==> src/rtl/serial_add_ctrl.sv <==
// Bit-serial adder: one full adder is reused across WIDTH clocks, LSB first.
// Uses a start/busy/done handshake; result and flags hold until the next add completes.
//
//   state | meaning
//   IDLE  | waiting for start, outputs hold last result
//   RUN   | one operand bit pair summed per clock
//   DONE  | one-cycle done pulse, result/flags valid

module full_adder (
    input  logic a,
    input  logic b,
    input  logic cin,
    output logic sum,
    output logic cout
);
    assign sum  = a ^ b ^ cin;
    assign cout = (a & b) | (a & cin) | (b & cin);
endmodule

module serial_add_ctrl #(
    parameter int WIDTH = 16
) (
    input  logic             clk,
    input  logic             rst_n,
    input  logic             start,
    input  logic [WIDTH-1:0] operand_a,
    input  logic [WIDTH-1:0] operand_b,
    input  logic             carry_in,
    output logic             busy,
    output logic             done,
    output logic [WIDTH-1:0] result,
    output logic             carry_out,
    output logic             overflow
);
    localparam int CNT_W = $clog2(WIDTH);
    localparam logic [CNT_W-1:0] LAST = CNT_W'(WIDTH - 1);

    typedef enum logic [1:0] {
        IDLE = 2'd0,
        RUN  = 2'd1,
        DONE = 2'd2
    } state_t;

    state_t           state;
    state_t           next_state;
    logic [WIDTH-1:0] a_sh;
    logic [WIDTH-1:0] b_sh;
    logic [WIDTH-1:0] res_sh;
    logic             cy;
    logic [CNT_W-1:0] cnt;
    logic             fa_sum;
    logic             fa_cout;

    full_adder u_fa (
        .a    (a_sh[0]),
        .b    (b_sh[0]),
        .cin  (cy),
        .sum  (fa_sum),
        .cout (fa_cout)
    );

    always_ff @(posedge clk or negedge rst_n) begin
        if (!rst_n) begin
            state <= IDLE;
        end else begin
            state <= next_state;
        end
    end

    always_comb begin
        next_state = state;
        busy       = 1'b0;
        done       = 1'b0;
        case (state)
            IDLE: begin
                if (start) begin
                    next_state = RUN;
                end
            end
            RUN: begin
                busy = 1'b1;
                if (cnt == LAST) begin
                    next_state = DONE;
                end
            end
            DONE: begin
                done       = 1'b1;
                next_state = IDLE;
            end
            default: next_state = IDLE;
        endcase
    end

    // Outputs are registered on the last RUN edge so they are valid in DONE;
    // at that edge cy is still the carry into the MSB.
    always_ff @(posedge clk or negedge rst_n) begin
        if (!rst_n) begin
            a_sh      <= '0;
            b_sh      <= '0;
            res_sh    <= '0;
            cy        <= 1'b0;
            cnt       <= '0;
            result    <= '0;
            carry_out <= 1'b0;
            overflow  <= 1'b0;
        end else begin
            case (state)
                IDLE: begin
                    if (start) begin
                        a_sh <= operand_a;
                        b_sh <= operand_b;
                        cy   <= carry_in;
                        cnt  <= '0;
                    end
                end
                RUN: begin
                    res_sh <= {fa_sum, res_sh[WIDTH-1:1]};
                    a_sh   <= {1'b0, a_sh[WIDTH-1:1]};
                    b_sh   <= {1'b0, b_sh[WIDTH-1:1]};
                    cy     <= fa_cout;
                    cnt    <= cnt + CNT_W'(1);
                    if (cnt == LAST) begin
                        result    <= {fa_sum, res_sh[WIDTH-1:1]};
                        carry_out <= fa_cout;
                        overflow  <= cy ^ fa_cout;
                    end
                end
                default: ;
            endcase
        end
    end
endmodule
==> config.mk <==
export PLATFORM = sky130hd
export DESIGN_NAME = serial_add_ctrl
export DESIGN_NICKNAME = d
export VERILOG_FILES = /design/src/rtl/serial_add_ctrl.sv
export SDC_FILE = /design/constraint.sdc
export NUM_CORES = 1
export LEC_CHECK = 0
export CAP_MARGIN = 5
export CORE_UTILIZATION = 25
export DETAILED_ROUTE_END_ITERATION = 8
export MAX_ROUTING_LAYER = met4
export PLACE_DENSITY = 0.56
export SLEW_MARGIN = 5
export SYNTH_ARGS = -nofsm -noshare
export SYNTH_HDL_FRONTEND = slang
export SYNTH_SLANG_ARGS = --single-unit
==> constraint.sdc <==
create_clock -name clk -period 1.42 [get_ports clk]
set_input_delay 0.284 -clock clk [delete_from_list [all_inputs] [get_ports clk]]
set_output_delay 0.284 -clock clk [all_outputs]
set_load 0.005 [all_outputs]
Yosys cells after proc, flatten, opt, wreduce, memory -nomap -nowiden. Index checks and enable logic that the tools add are counted.

Multiplexer cells: 13. Reduce and logical (&&, ||, !) cells: 5. Add/sub/neg operators: 1. Bitwise logic cells: 8. Equality and inequality tests: 5.

Operator list (count): 16-bit one-hot mux with 2 select lines (2); 16-bit 2-to-1 mux (2); 4-bit one-hot mux with 2 select lines (1); 2-bit AND reduction (3); 4-bit by 1-bit adder with 4-bit output, second input constant (1); 4-bit equality test, second input constant (1); 2-bit 2-to-1 mux (2); 4-bit 2-to-1 mux (1); 2-bit inequality test, second input constant (2); 2-bit one-hot mux with 2 select lines (1); 1-bit AND (3); 1-bit 2-to-1 mux (3); 1-bit bitwise XOR (3); 2-bit by 1-bit equality test with 1-bit output, second input constant (1); 2-bit equality test, second input constant (1); 2-bit zero test (1); 1-bit bitwise OR (2); 1-bit one-hot mux with 2 select lines (1); 2-bit nonzero test (1).

Bits of input ports: 36. Register bits after elaboration: 73. Logic and storage cells: 41. Output and inout port bits: 20.

Logic depth before layout (Yosys ltp). Gate-level depths: netlist of run 1.

Depth after elaboration: 4. Mapped depth: 6. Gate-level depth less buffers: 3.

Modules after synthesis. A second synthesis of run 1 with hierarchy kept.

Cells, all modules: 291. Area total of the unflattened synthesis: 3158.0 um2.

Modules (own cells, without submodules): serial_add_ctrl (cells each 290, seq. area each 1801.7 um2, times used 1, area an instance 3138.0 um2); full_adder (cells each 1, seq. area each 0.0 um2, times used 1, area an instance 20.0 um2).

Worst setup path after synthesis of run 1. Ideal clock, no wire load.

Path kind: register to register. From: reg state[0]. To: reg result[10]. Setup time: 0.125 ns. Arrival: 1.413 ns. Data required time: 1.295 ns. Clock period less this slack: 1.538 ns. Buffers on the path: 3. Cell stages (with the launch flop): 7. Setup slack: -0.118 ns. Cell sequence: dfrtp_1 > nor2b_2 > buf_6 > and4_4 > buf_6 > buf_8 > mux2_4.

Cells in the longest elaborated chain, start to end: 2.

Ends and longest elaborated chain: start, declared (line 44) `state_t state;`; start signal, assigned (line 66) `state <= next_state;`; 2-bit by 1-bit equality test with 1-bit output (line 107) `case (state)`; 2-bit AND reduction (no source line); end signal, assigned (line 123) `result <= {fa_sum, res_sh[WIDTH-1:1]};`; end, declared (line 31) `output logic [WIDTH-1:0] result,`.

No other way between the ends. A chain may end at the register's enable or synchronous reset.

Worst setup path after layout of run 1.
From: reg state[1]. To: reg carry_out.

Cells in the longest elaborated chain, start to end: 2.

Ends and longest elaborated chain: 2-bit by 1-bit equality test with 1-bit output (line 107); 2-bit AND reduction (no source line); end signal, assigned (line 124) `carry_out <= fa_cout;`; end, declared (line 32) `output logic carry_out,`.

No other way between the ends.

==> results of run 1 <==
final cells by class:
class                   instances  area (um2)
clock buffers                  11         243
clock inverters                 5         104
fillers                      1191        7570
inverters                       1        3.75
multi-input cells             171        1290
flip-flops and latches         72        1800
well taps                     168         210
repair buffers                 96         938
how the worst min path moves through the flow:
| stage | startpoint | end | depth (start not counted) |
|---|---|---|---|
| 2_1_floorplan | rst_n | a_sh[0] | 0 |
| 3_3_place_gp | rst_n | result[7] | 1 |
| 3_5_place_dp | rst_n | result[7] | 1 |
| 4_1_cts | rst_n | result[7] | 2 |
| 5_1_grt | rst_n | result[7] | 2 |
| 6_report | rst_n | result[7] | 2 |
sequential cells by signal, summed over array words and instances (netlist names):
name       count
state          2
result        16
a_sh          16
res_sh        15
cy             1
carry_out      1
overflow       1
cnt            4
b_sh          16
worst max-delay path, stage by stage, from the launching register on:
cell,delay (ps)
dfrtp_1,390
buf_6,130
nor2b_4,120
buf_6,110
and4_4,270
clkbuf_16,180
mux2_4,290
per-layer routing:
layer  vias to the layer above  track usage  part of all wire
li1                       1124            -                 -
met1                      1152        0.160              0.49
met2                        50        0.174              0.46
met3                        10       0.0307             0.037
met4                         0       0.0433             0.016
met5                         -            -                 0
cells by family after synthesis:
family	Yosys count	synth area share
AO/OA/AOI/OAI	90	0.174
XOR/XNOR	1	0.00278
adder cells (fa/ha/maj)	2	0.0103
buffers and inverters	21	0.0353
flip-flops	72	0.571
multiplexers	34	0.132
AND/OR/NAND/NOR	44	0.0741
power by group:
group / switching (mW) / internal (mW)
clock: 0.853 / 1.76
sequential: 0.527 / 2.90
combinational: 1.21 / 1.89
total: 2.59 / 6.56
Yosys cell counts:
cell / n / share of area
nor2_1: 2 / 0.0024
ha_1: 1 / 0.0040
xor2_1: 1 / 0.0028
a22o_1: 2 / 0.0056
fa_1: 1 / 0.0063
a31oi_1: 1 / 0.0020
buf_2: 5 / 0.0079
mux2_2: 25 / 0.089
nor2b_2: 1 / 0.0028
inv_1: 1 / 0.0012
dfrtp_1: 72 / 0.57
and4_4: 1 / 0.0036
a41oi_1: 2 / 0.0056
nand2_1: 17 / 0.020
o21ai_0: 33 / 0.052
buf_6: 2 / 0.0071
buf_8: 1 / 0.0048
o21bai_2: 1 / 0.0036
buf_1: 1 / 0.0012
mux2_4: 9 / 0.043
nand3_1: 1 / 0.0016
a22oi_1: 31 / 0.074
clkbuf_1: 11 / 0.013
nor2b_1: 22 / 0.044
a21oi_1: 20 / 0.032
per-stage QoR:
| stage | power (mW) | worst slack, ps | utilization |
|---|---|---|---|
| detailed placement | 6.32 | -185 | 0.329 |
| global route | 9.69 | -221 | 0.378 |
| finish | 9.15 | -175 | 0.378 |
| floorplan | 5.10 | -94.2 | - |
| global placement | 6.23 | -111 | 0.329 |
| CTS | 9.06 | -153 | 0.369 |
what timing repair did:
| item | in CTS | in global routing |
|---|---|---|
| setup endpoints to repair | 51 | 70 |
| setup buffers | 11 | 5 |
| resized for setup | 41 | 15 |
| cloned | 2 | 2 |
| pin swaps | 1 | 1 |
| hold endpoints to repair | 20 | 0 |
| hold buffers | 1 | 0 |
==> impl_metrics.tcl, run 1 <==
set metrics [dict create \
    outcome "finished, violations left" \
    violations "setup timing" \
    placedCellCount 489 \
    fin_nets 389 \
    worst_r2r_path_depth 6 \
    worst_pin_slew_ps 287 \
    cp.required_ps 1630 \
    route.detailed.drc 0 \
    p_per_area_nw_per_um2 1990 \
    dp_hpwl_um 4620 \
    clkLatencyLatePin_ps 330 \
    firstDrtPassIters 4 \
    cts_root_buffer "clkbuf_16" \
    grt_start_max_net_pins 39 \
    routedWlPerCell_um 14.2 \
    placed_area_um2 4000 \
    syn-num-nets 302 \
    track_usage 0.120 \
    ys_warn_count 0 \
    antenna_found_initial 0 \
    fin_tns_setup_ps -3490 \
    critPathMaxFanout 6 \
    layout_commonest_cell "dfrtp_1" \
    die_area_um2 13100 \
    fmax_mhz 627 \
    reg2reg_slack_ps -180 \
    arrival_ps 1810 \
    io_pins 56 \
    cts_tree "done" \
    clkTransAtPathRegs_ps 60 \
    clock_path_buffers 2 \
    start_util 0.259 \
    crit_start "state[1]" \
    yosys_register_bits 72 \
    worst_slack_ps -175 \
    drt_iter0_markers 126 \
    syn_area_um2 3160 \
    finClkSkew_ps 7.50 \
    routed_wl_um 7460 \
    period_share 1.12 \
    period_minus_slack_ps 1600 \
    p_leak_nw 2.02 \
    area_growth_pct 45.6 \
    fp.coreArea_um2 12200 \
    first_global_vias 2250 \
    fin_hold_ws_ps 380 \
    io_buffers 55 \
    ys_types 25 \
    rows 40 \
    vdd_ir_drop_max_v 0.000872 \
    hold_viol 0 \
    syn_area_per_cell_um2 12.0 \
    most-common-layout-cells "dfrtp_1, clkdlybuf4s50_1, a22oi_1" \
    min-delay-path-class "input pin to async pin" \
    endpoint "carry_out" \
    die_height_um 114 \
    avgViaCountPerCell 4.46 \
    grt_pass1_wl_um 11700 \
    design_area_um2 4590 \
    cap_violations 0 \
    slew_headroom 0.808 \
    ant_nets 0 \
    drv_slew 0 \
    reg2reg_from "state[1]" \
    vias 2336 \
    critPathLaunchType "register" \
    grt.overflow.total 0 \
    antenna_cells 0 \
    ys_seq_area_frac 0.571 \
    cts_made_buffers 9 \
    drive_above_1_share 0.278 \
    cp-end-kind "register" \
    worstSetupPathType "register to register" \
    clock-sinks 72 \
    grt_setup_unrepaired "true" \
    place_congestion 0.760 \
    finalSetupViolations 34 \
    htreeDepth 3 \
    reg2reg_to "carry_out" \
    fp.dieW_um 114 \
    postSynthCellCount 264 \
    fin_cells 524 \
]
Power figures use the tool's default switching activity.
==> inputs of run 2 (changes only) <==
==> constraint.sdc (replaced) <==
create_clock -name clk -period 1.42 [get_ports clk]
set_input_delay 0.142 -clock clk [delete_from_list [all_inputs] [get_ports clk]]
set_output_delay 0.142 -clock clk [all_outputs]
set_load 0.005 [all_outputs]
==> run 2 against run 1 <==
Compared with the run above: the run still ends with setup timing left; wire length fell by 5.1%; critical path depth down 1; global-route usage is essentially flat; power fell by 1.7%.
==> impl_metrics.tcl, run 2 (synthesis results as in run 1) <==
set metrics [dict create \
    outcome "finished, violations left" \
    violations "setup timing" \
    clkLatencyLatePin_ps 320 \
    reg2reg_to "result[2]" \
    p_sw_mw 2.56 \
    pwr-share-comb 0.353 \
    route.detailed.drc 0 \
    period_share 1.06 \
    min-delay-path-class "input pin to async pin" \
    fin_nets 388 \
    grt_pass1_wl_um 11800 \
    first_global_vias 2318 \
    drv_slew 0 \
    reg_top3 "a_sh x16, b_sh x16, result x16" \
    p_sw_frac 0.284 \
    ant_nets 0 \
    design_area_um2 4570 \
    place_congestion 0.726 \
    worst_slack_ps -83.9 \
    dp_hpwl_um 4770 \
    clock_path_buffers 2 \
    track_usage 0.120 \
    grt_start_max_net_pins 31 \
    p_per_area_nw_per_um2 1970 \
    vias 2305 \
    worst_r2r_path_depth 5 \
    die_area_um2 13100 \
    htreeDepth 3 \
    worst_pin_slew_ps 411 \
    fp.dieW_um 114 \
    cp-end-kind "register" \
    cts_root_buffer "clkbuf_16" \
    intPower_mw 6.44 \
    seq_power_share 0.384 \
    cts_made_buffers 9 \
    cp_cell_sequence "nor2b_4 > buf_6 > and4_4 > buf_12 > mux2_2" \
    clock-sinks 72 \
    power_mw 9.00 \
    routedWlPerCell_um 13.5 \
    fillerInstances 1187 \
    slew_headroom 0.726 \
    avgViaCountPerCell 4.41 \
    period_minus_slack_ps 1500 \
    finClkSkew_ps 7.10 \
    firstDrtPassIters 4 \
    p_leak_nw 1.94 \
    clkTransAtPathRegs_ps 60 \
    io_buffers 55 \
    io_pins 56 \
    area_growth_pct 44.9 \
    cap_violations 0 \
    hold_viol 0 \
    routed_wl_um 7080 \
    layout_commonest_cell "dfrtp_1" \
    critPathLaunchType "register" \
    start_util 0.259 \
    antenna_cells 0 \
    arrival_ps 1710 \
    worstSetupPathType "register to register" \
    placed_area_um2 4050 \
    fp.coreArea_um2 12200 \
    grt.overflow.total 0 \
    cp.required_ps 1620 \
    die_height_um 114 \
    drt_iter0_markers 108 \
    critPathMaxFanout 10 \
    grt_setup_unrepaired "true" \
    finalSetupViolations 25 \
    drive_above_1_share 0.273 \
    rows 40 \
    most-common-layout-cells "dfrtp_1, clkdlybuf4s50_1, a22oi_1" \
    reg2reg_slack_ps -80 \
    crit_path_top_delay_cell "dfrtp_1" \
    reg2reg_from "state[1]" \
    pwr-share-clk 0.263 \
    vdd_ir_drop_max_v 0.000855 \
    antenna_found_initial 0 \
    cts_tree "done" \
    fmax_mhz 665 \
    cpPeakStageDelay_ps 420 \
]
## run 2: worst max path at each step
| stage | startpoint | end | slack, ps | cells past startpoint |
|---|---|---|---|---|
| 3_3_place_gp | state[1] | done | -20 | 3 |
| 5_1_grt | state[1] | b_sh[15] | -140 | 8 |
| 2_1_floorplan | state[0] | result[10] | -90 | 6 |
| 6_report | state[1] | result[2] | -80 | 5 |
| 3_5_place_dp | state[1] | done | -8 | 3 |
| 4_1_cts | state[1] | result[2] | -70 | 5 |
## run 2: area by class of cell
class,instances,area (um2),share of cell area
well taps,168,210,0.0460
clock buffers,11,233,0.0509
clock inverters,5,81.3,0.0178
multi-input cells,171,1300,0.285
inverters,1,3.75,0.000821
flip-flops and latches,72,1800,0.394
repair buffers,95,941,0.206
## run 2: routing by layer
metal,track usage,wire (um)
met1,0.160,3480
met2,0.179,3300
met3,0.0286,246
met4,0.0390,54
met5,-,0
## run 2: stage by stage
step           setup slack, ps  setup TNS [ps]  instances  hold slack (ps)  utilization
2_1_floorplan            -94.2            -848        264             -154            -
3_3_place_gp             -21.3           -21.3        495             96.3        0.333
3_5_place_dp             -7.54           -9.01        495              104        0.333
4_1_cts                  -66.3            -792        516              305        0.365
5_1_grt                   -139           -4050        523              330        0.376
6_report                 -83.9           -1010        523              296        0.376
## run 2: what timing repair did
| action | 4_1_cts | 5_1_grt |
|---|---|---|
| hold buffers | 1 | 0 |
| cloned | 0 | 3 |
| hold endpoints to repair | 26 | 0 |
| buffers inserted | 4 | 5 |
| resized for setup | 15 | 45 |
| setup endpoints to repair | 7 | 67 |
| pin swaps | 0 | 2 |
## run 2: power by group through the flow
stage | Sequential [mW] | Clock, mW | Combinational, mW
after floorplan | 3.38 | 0 | 1.72
after global placement | 3.47 | 0 | 2.83
after detailed placement | 3.49 | 0 | 2.90
after CTS | 3.46 | 2.42 | 3.00
after global routing | 3.58 | 2.51 | 3.50
final | 3.45 | 2.37 | 3.18
## run 2: critical path: cells and delay by family, from the launching register on
family	cells	cell delay, ps
flops	1	420
buf+inv	2	250
mux	1	330
simple gates	2	380
==> inputs of run 3 (changes only) <==
--- a/config.mk
+++ b/config.mk
@@ -8,7 +8,6 @@
 export CAP_MARGIN = 5
 export CORE_UTILIZATION = 25
 export DETAILED_ROUTE_END_ITERATION = 8
-export MAX_ROUTING_LAYER = met4
 export PLACE_DENSITY = 0.56
 export SLEW_MARGIN = 5
 export SYNTH_ARGS = -nofsm -noshare
==> run 3 against run 2 <==
Compared with the run above: maximum frequency about the same; core utilization unchanged; clock power about the same; power about the same; clock skew about the same; via count decreased by 0.30%; the run still ends with setup timing left.
==> impl_metrics.tcl, run 3 (synthesis results as in run 1) <==
set metrics [dict create \
    arrival_ps 1700 \
    period_minus_slack_ps 1500 \
    avgViaCountPerCell 4.39 \
    layout_commonest_cell "dfrtp_1" \
    violations "setup timing" \
    die_height_um 114 \
    worstSetupPathType "register to register" \
    routed_wl_um 7090 \
    area_growth_pct 44.9 \
    fp.coreArea_um2 12200 \
    finClkSkew_ps 7.13 \
    slew_headroom 0.727 \
    cp_cell_sequence "nor2b_4 > buf_6 > and4_4 > buf_12 > mux2_2" \
    antenna_cells 0 \
    cpPeakStageDelay_ps 420 \
    critPathMaxFanout 10 \
    cts_made_buffers 9 \
    ant_nets 0 \
    fin_cells 523 \
    power_mw 9.00 \
    start_util 0.259 \
    worst_slack_ps -83.9 \
    dp_hpwl_um 4770 \
    placed_area_um2 4050 \
    cts_tree "done" \
    critPathLaunchType "register" \
    clock-sinks 72 \
    track_usage 0.116 \
    hold_viol 0 \
    worst_pin_slew_ps 410 \
    fp.dieW_um 114 \
    drive_above_1_share 0.273 \
    route.detailed.drc 0 \
    grt.overflow.total 0 \
    grt_setup_unrepaired "true" \
    place_congestion 0.717 \
    min-delay-path-class "input pin to async pin" \
    period_share 1.06 \
    htreeDepth 3 \
    p_leak_nw 1.94 \
    clkTransAtPathRegs_ps 60 \
    reg_top3 "a_sh x16, b_sh x16, result x16" \
    firstDrtPassIters 4 \
    cp.required_ps 1620 \
    clock_path_buffers 2 \
    cp-end-kind "register" \
    final_util 0.376 \
    outcome "finished, violations left" \
    p_per_area_nw_per_um2 1970 \
    route.met3.wl_um 216 \
    crit_family "flip-flops" \
    worst-path-buf-inv 2 \
    cap_violations 0 \
    clkLatencyLatePin_ps 320 \
    route.layer.met1.wl_um 3520 \
    fmax_mhz 665 \
    first_global_vias 2323 \
    die_area_um2 13100 \
    grt_pass1_wl_um 11800 \
    most-common-layout-cells "dfrtp_1, clkdlybuf4s50_1, a22oi_1" \
    io_pins 56 \
    design_area_um2 4570 \
    drt_iter0_markers 99 \
    fin_nets 388 \
    cts_root_buffer "clkbuf_16" \
    antenna_found_initial 0 \
    placedCellCount 495 \
    drv_slew 0 \
    vias 2298 \
    vdd_ir_drop_max_v 0.000855 \
    io_buffers 55 \
    crit_path_top_delay_cell "dfrtp_1" \
    rows 40 \
    dr_wl_met2_um 3300 \
    routedWlPerCell_um 13.6 \
    top_layer "met4" \
    finalSetupViolations 25 \
    grt_start_max_net_pins 31 \
]
## run 3: cell counts in the layout (fill, tap and decap cells not counted)
No cell type changed its count.
## run 3: worst paths after layout
check	slack (ps)	cells past startpoint	to	start
min in group clk	440	3	a_sh[10]	operand_a[10]
min reg2reg	480	2	b_sh[7]	b_sh[7]
max reg2reg	-80	5	result[2]	state[1]
min	300	2	result[8]	rst_n
max in group asynchronous	620	3	a_sh[11]	rst_n
max	-80	5	result[2]	state[1]
## run 3: worst reg2reg max path, cell delays in order, from the launching register on
cell and delay (ps):
dfrtp_1 420, nor2b_4 140, buf_6 100, and4_4 240, buf_12 150, mux2_2 330
## run 3: power by group
group          switching, mW  leakage (nW)  internal (mW)  total, mW
logic                   1.18         0.870           2.00       3.18
registers              0.552         0.917           2.90       3.46
clock network          0.823         0.150           1.54       2.36
## run 3: timing repair
item	4_1_cts	5_1_grt
endpoints found under the hold margin	26	0
setup buffers	4	5
endpoints found under the setup margin	7	67
pin swaps	0	2
gates cloned	0	3
hold buffers	1	0
gates resized for setup	15	45
## run 3: stage by stage
stage | setup TNS, ps | setup slack, ps | hold slack, ps
floorplan | -848 | -94.2 | -154
global placement | -21.3 | -21.3 | 96.3
detailed placement | -9.01 | -7.54 | 104
CTS | -792 | -66.3 | 305
global route | -4050 | -139 | 330
finish | -1020 | -83.9 | 297
## run 3: routing by layer
metal / global-route usage / up-vias
met4: 0.0390 / 0
li1: - / 1133
met1: 0.160 / 1115
met3: 0.0291 / 6
met2: 0.179 / 44
met5: 0 / -
## run 3: area by class of cell
cell class	instances	area, um2
clock buffer	11	233
clock inverter	5	81.3
fill	1187	7590
inverter	1	3.75
multi-input combinational	171	1300
sequential	72	1800
tap	168	210
timing repair buffer	95	941
==> RTL change 1: new RTL, config.mk and constraints of run 3 <==
Register the inputs `start`, `operand_a`, `operand_b` and `carry_in` before use, cleared by the reset. The logic sees them one clock later.
--- a/src/rtl/serial_add_ctrl.sv
+++ b/src/rtl/serial_add_ctrl.sv
@@ -41,6 +41,25 @@
         DONE = 2'd2
     } state_t;
 
+    logic start_q;
+    logic [WIDTH-1:0] operand_a_q;
+    logic [WIDTH-1:0] operand_b_q;
+    logic carry_q;
+
+    always_ff @(posedge clk or negedge rst_n) begin
+        if (!rst_n) begin
+            start_q     <= '0;
+            operand_a_q <= '0;
+            operand_b_q <= '0;
+            carry_q     <= '0;
+        end else begin
+            start_q     <= start;
+            operand_a_q <= operand_a;
+            operand_b_q <= operand_b;
+            carry_q     <= carry_in;
+        end
+    end
+
     state_t           state;
     state_t           next_state;
     logic [WIDTH-1:0] a_sh;
@@ -73,7 +92,7 @@
         done       = 1'b0;
         case (state)
             IDLE: begin
-                if (start) begin
+                if (start_q) begin
                     next_state = RUN;
                 end
             end
@@ -106,10 +125,10 @@
         end else begin
             case (state)
                 IDLE: begin
-                    if (start) begin
-                        a_sh <= operand_a;
-                        b_sh <= operand_b;
-                        cy   <= carry_in;
+                    if (start_q) begin
+                        a_sh <= operand_a_q;
+                        b_sh <= operand_b_q;
+                        cy   <= carry_q;
                         cnt  <= '0;
                     end
                 end
Check against the original RTL: not equivalent (a bounded check fails within 4 cycles, from zero or initial values and one cycle with rst_n low).
==> RTL change 1 against run 3 <==
Cell area is 16% higher. Critical path depth is 1 lower. Area after synthesis is 26% higher. Critical path type unchanged. Routed wire length is 11% higher. Largest power group unchanged. Setup slack better by 0.091 ns. Clock power is 7% higher. Sequential cell count is 34 higher. Synthesized cell count is 11% higher. Power is 17% higher.
==> RTL change 1: results (changes against run 3) <==
wirelength_um: 7870  # +11%
wire_per_inst_um: 13.5  # -0.38%
grt_pass1_wl_um: 13000  # +10%
met2_length_um: 3850  # +17%
synth.distinct_cells: 26  # +4.0%
buf_share: 0.158  # -0.0476
cts_resized: 9  # -6
grt_util_met3: 0.0330  # +0.00386
nFillCells: 1497  # +26%
skew_ns: 0.00756  # +0.000431 ns
p_leak_nw: 2.27  # +17%
drive_gt1_frac: 0.231  # -0.0421
synthTopCellsByCount: "dfrtp_1 (106), o21ai_0 (33), a22oi_1 (31), mux2_2 (24), nand2_1 (21)"
outcome: "complete, no violations"
crit_path_max_incr_delay_ns: 0.36  # -0.06 ns
routabilityCongestion: 0.759  # +5.8%
met1Wirelength_um: 3580  # +1.7%
grt_max_degree: 53  # +71%
use_met1: 0.125  # -0.0346
cts_sinks: 106  # +47%
grt_pass1_vias: 2594  # +12%
use_met2: 0.168  # -0.0114
route.met3.wl_um: 319  # +48%
max_slew_margin: 0.812  # +0.0852
pre_cts_slack_ns: -0.0169  # -0.00939 ns
synth_area_leaders: "dfrtp_1 (67%), mux2_2 (6.8%), a22oi_1 (5.8%)"
peakVddDrop_mv: 0.738  # -14%
sh_seq_area: 0.501  # +0.107
clk_latency_ns: 0.35  # +0.03 ns
syn-num-nets: 331  # +9.6%
r2r_cells: 4  # -1
avgSynthCellArea_um2: 13.6  # +14%
nNetsFinal: 406  # +4.6%
dp_cells: 562  # +14%
cts_setup_buffers: 2  # -2
hpwl_um: 5070  # +6.2%
nMultiInputCombCells: 165  # -3.5%
grt_util_all_layers: 0.103  # -0.0131
==> RTL change 1: cell types whose count changed after synthesis, sizes merged, moves of 4 or more <==
cell and change:
nor2b -5, a21oi -5, nand2 +4, dfrtp +34
==> RTL change 1: cell families (layout without fill, tap and decap cells) <==
logic type	count (synthesis)	after routing	share of synthesized area
DFF	106	106	0.666
xor gates and xnor gates	1	1	0.00220
AOI/OAI and AO/OA	85	85	0.131
adders and majority gates	2	2	0.00817
and+or+nand+nor	43	43	0.0559
muxes	34	34	0.104
buffers and inverters	22	101	0.0324
==> RTL change 1: final timing paths <==
kind,to,start,slack [ns]
worst min register to register,b_sh[13]$_DFFE_PN0P_,b_sh[13]$_DFFE_PN0P_,0.48
min in group clk,operand_a_q[11]$_DFF_PN0_,operand_a[11],0.23
max in group asynchronous,start_q$_DFF_PN0_,rst_n,0.68
worst min-delay path,operand_b_q[4]$_DFF_PN0_,rst_n,0.20
worst max-delay path,result[2]$_DFFE_PN0P_,cnt[0]$_DFFE_PN0P_,0.008
worst max register to register,result[2]$_DFFE_PN0P_,cnt[0]$_DFFE_PN0P_,0.008
==> RTL change 1: per-stage QoR <==
| stage | setup TNS, ns | power [mW] | cell area, um2 |
|---|---|---|---|
| final | 0 | 10.5 | 5290 |
| after global routing | -0.533 | 11.2 | 5290 |
| after CTS | -0.00526 | 10.7 | 5250 |
| after detailed placement | -0.0625 | 8.04 | 4920 |
| after global placement | 0 | 7.91 | 4920 |
| after floorplan | -1.62 | 6.57 | 3990 |
==> RTL change 1: power breakdown <==
group / total [mW] / internal, mW / switching [mW]
combinational: 3.45 / 2.05 / 1.40
sequential: 4.58 / 3.99 / 0.589
clock: 2.52 / 1.45 / 1.07
==> RTL change 2: new RTL, settings of run 3 <==
Without the edit above. The parameter `WIDTH` goes from 16 to 32.
--- a/src/rtl/serial_add_ctrl.sv
+++ b/src/rtl/serial_add_ctrl.sv
@@ -18,7 +18,7 @@
 endmodule
 
 module serial_add_ctrl #(
-    parameter int WIDTH = 16
+    parameter int WIDTH = 32
 ) (
     input  logic             clk,
     input  logic             rst_n,
Interface: changed (resized operand_a, operand_b and result); port bits go from 56 to 104. No check against the original RTL was run, so the function may have changed too.
==> RTL change 2 against run 3 <==
Power up 79%. The run still ends with setup timing left. Setup slack worse by 0.23 ns. Count of clock-buffer cells in the layout up 11. Global-route usage up 1.2 points. Sequential share of layout area down 0.75 points. Routed wire length up 120%. Area after synthesis up 87%. Critical endpoint is now result[6]$_DFFE_PN0P_. Cell area up 94%. Sequential cell count up 65.
==> RTL change 2: results (changes against run 3) <==
outcome: "complete, but fails checks"
violations: "setup timing"
dpl_cell_area_um2: 7450  # +84%
dp_cells: 947  # +91%
avgSynthCellArea_um2: 10.9  # -8.7%
routabilityCongestion: 0.705  # -1.7%
pre_cts_slack_ns: -0.348  # -0.340 ns
io_buffer_count: 103  # +87%
power_frac_seq: 0.400  # +0.016
grt_max_degree: 46  # +48%
route.met3.wl_um: 880  # +310%
synthTopCellsByCount: "nand2_1 (148), dfrtp_1 (137), a22oi_1 (63), o21ai_1 (59), mux2_4 (27)"
critPathArrivalTime_ns: 2.04  # +0.34 ns
max_slew_margin: 0.721  # -0.00556
use_met1: 0.171  # +0.0108
synth_compound_area_frac: 0.160  # -0.0147
grt_util_all_layers: 0.128  # +0.0120
nNetsFinal: 765  # +97%
syn-num-nets: 612  # +100%
use_met2: 0.195  # +0.0160
grt_util_met3: 0.0464  # +0.0173
met2_length_um: 7130  # +120%
setup_viol: 74  # +200%
synth_area_leaders: "dfrtp_1 (58%), nand2_1 (9.4%), a22oi_1 (8.0%)"
cts_buffers: 17  # +8
setup_ws_ns: -0.318  # -0.234 ns
ys_seq_area_frac: 0.581  # +0.00953
met1Wirelength_um: 7160  # +100%
pwr-share-clk: 0.277  # +0.014
totalNegativeSetupSlack_ns: -11.55  # -10.53 ns
crit_path_max_incr_delay_ns: 0.38  # -0.04 ns
grt_pass1_wl_um: 24000  # +100%
fin_cells: 1020  # +95%
[RTL change 2: cell types whose count changed in the layout (fill, tap and decap cells not counted), sizes merged, moves of 3 or more]
cell	run 3	this run
dlygate4sd2	0	20
clkdlybuf4s50	52	66
clkbuf	12	27
nand2	17	148
and2b	0	3
dlymetal6s2s	0	14
nor2b	23	13
a22oi	31	63
a21oi	20	15
dfrtp	72	137
o21ai	33	67
buf	40	68
inv	1	6
[RTL change 2: worst min path at each step]
stage | from | to | slack, ns | depth (start not counted)
floorplan | rst_n | a_sh[0]$_DFFE_PN0P_ | -0.15 | 0
global placement | rst_n | result[5]$_DFFE_PN0P_ | 0.10 | 1
detailed placement | rst_n | result[6]$_DFFE_PN0P_ | 0.1 | 1
CTS | rst_n | res_sh[4]$_DFFE_PN0P_ | 0.23 | 2
global route | rst_n | res_sh[4]$_DFFE_PN0P_ | 0.24 | 2
finish | rst_n | result[9]$_DFFE_PN0P_ | 0.21 | 2
[RTL change 2: worst max-delay path, delay by kind of cell, from the launching register on]
family,cells,cell delay (ns)
DFF,1,0.38
adders and majority gates,2,0.34
and+or+nand+nor,2,0.30
buffers and inverters,2,0.29
muxes,1,0.29
[RTL change 2: repair_timing]
action / CTS / global route
gates cloned: 2 / 7
setup endpoints to repair: 69 / 108
resized for setup: 42 / 118
endpoints found under the hold margin: 82 / 0
pin swaps: 3 / 43
setup buffers: 24 / 9
hold buffers: 1 / 0
[RTL change 2: cell type report]
class	count	area, um2
Fill cell	2234	14000
Inverter	4	17.5
Clock buffer	22	474
Multi-Input combinational cell	360	2550
Timing Repair Buffer	174	1890
Clock inverter	10	116
Tap cell	313	392
Sequential cell	137	3430
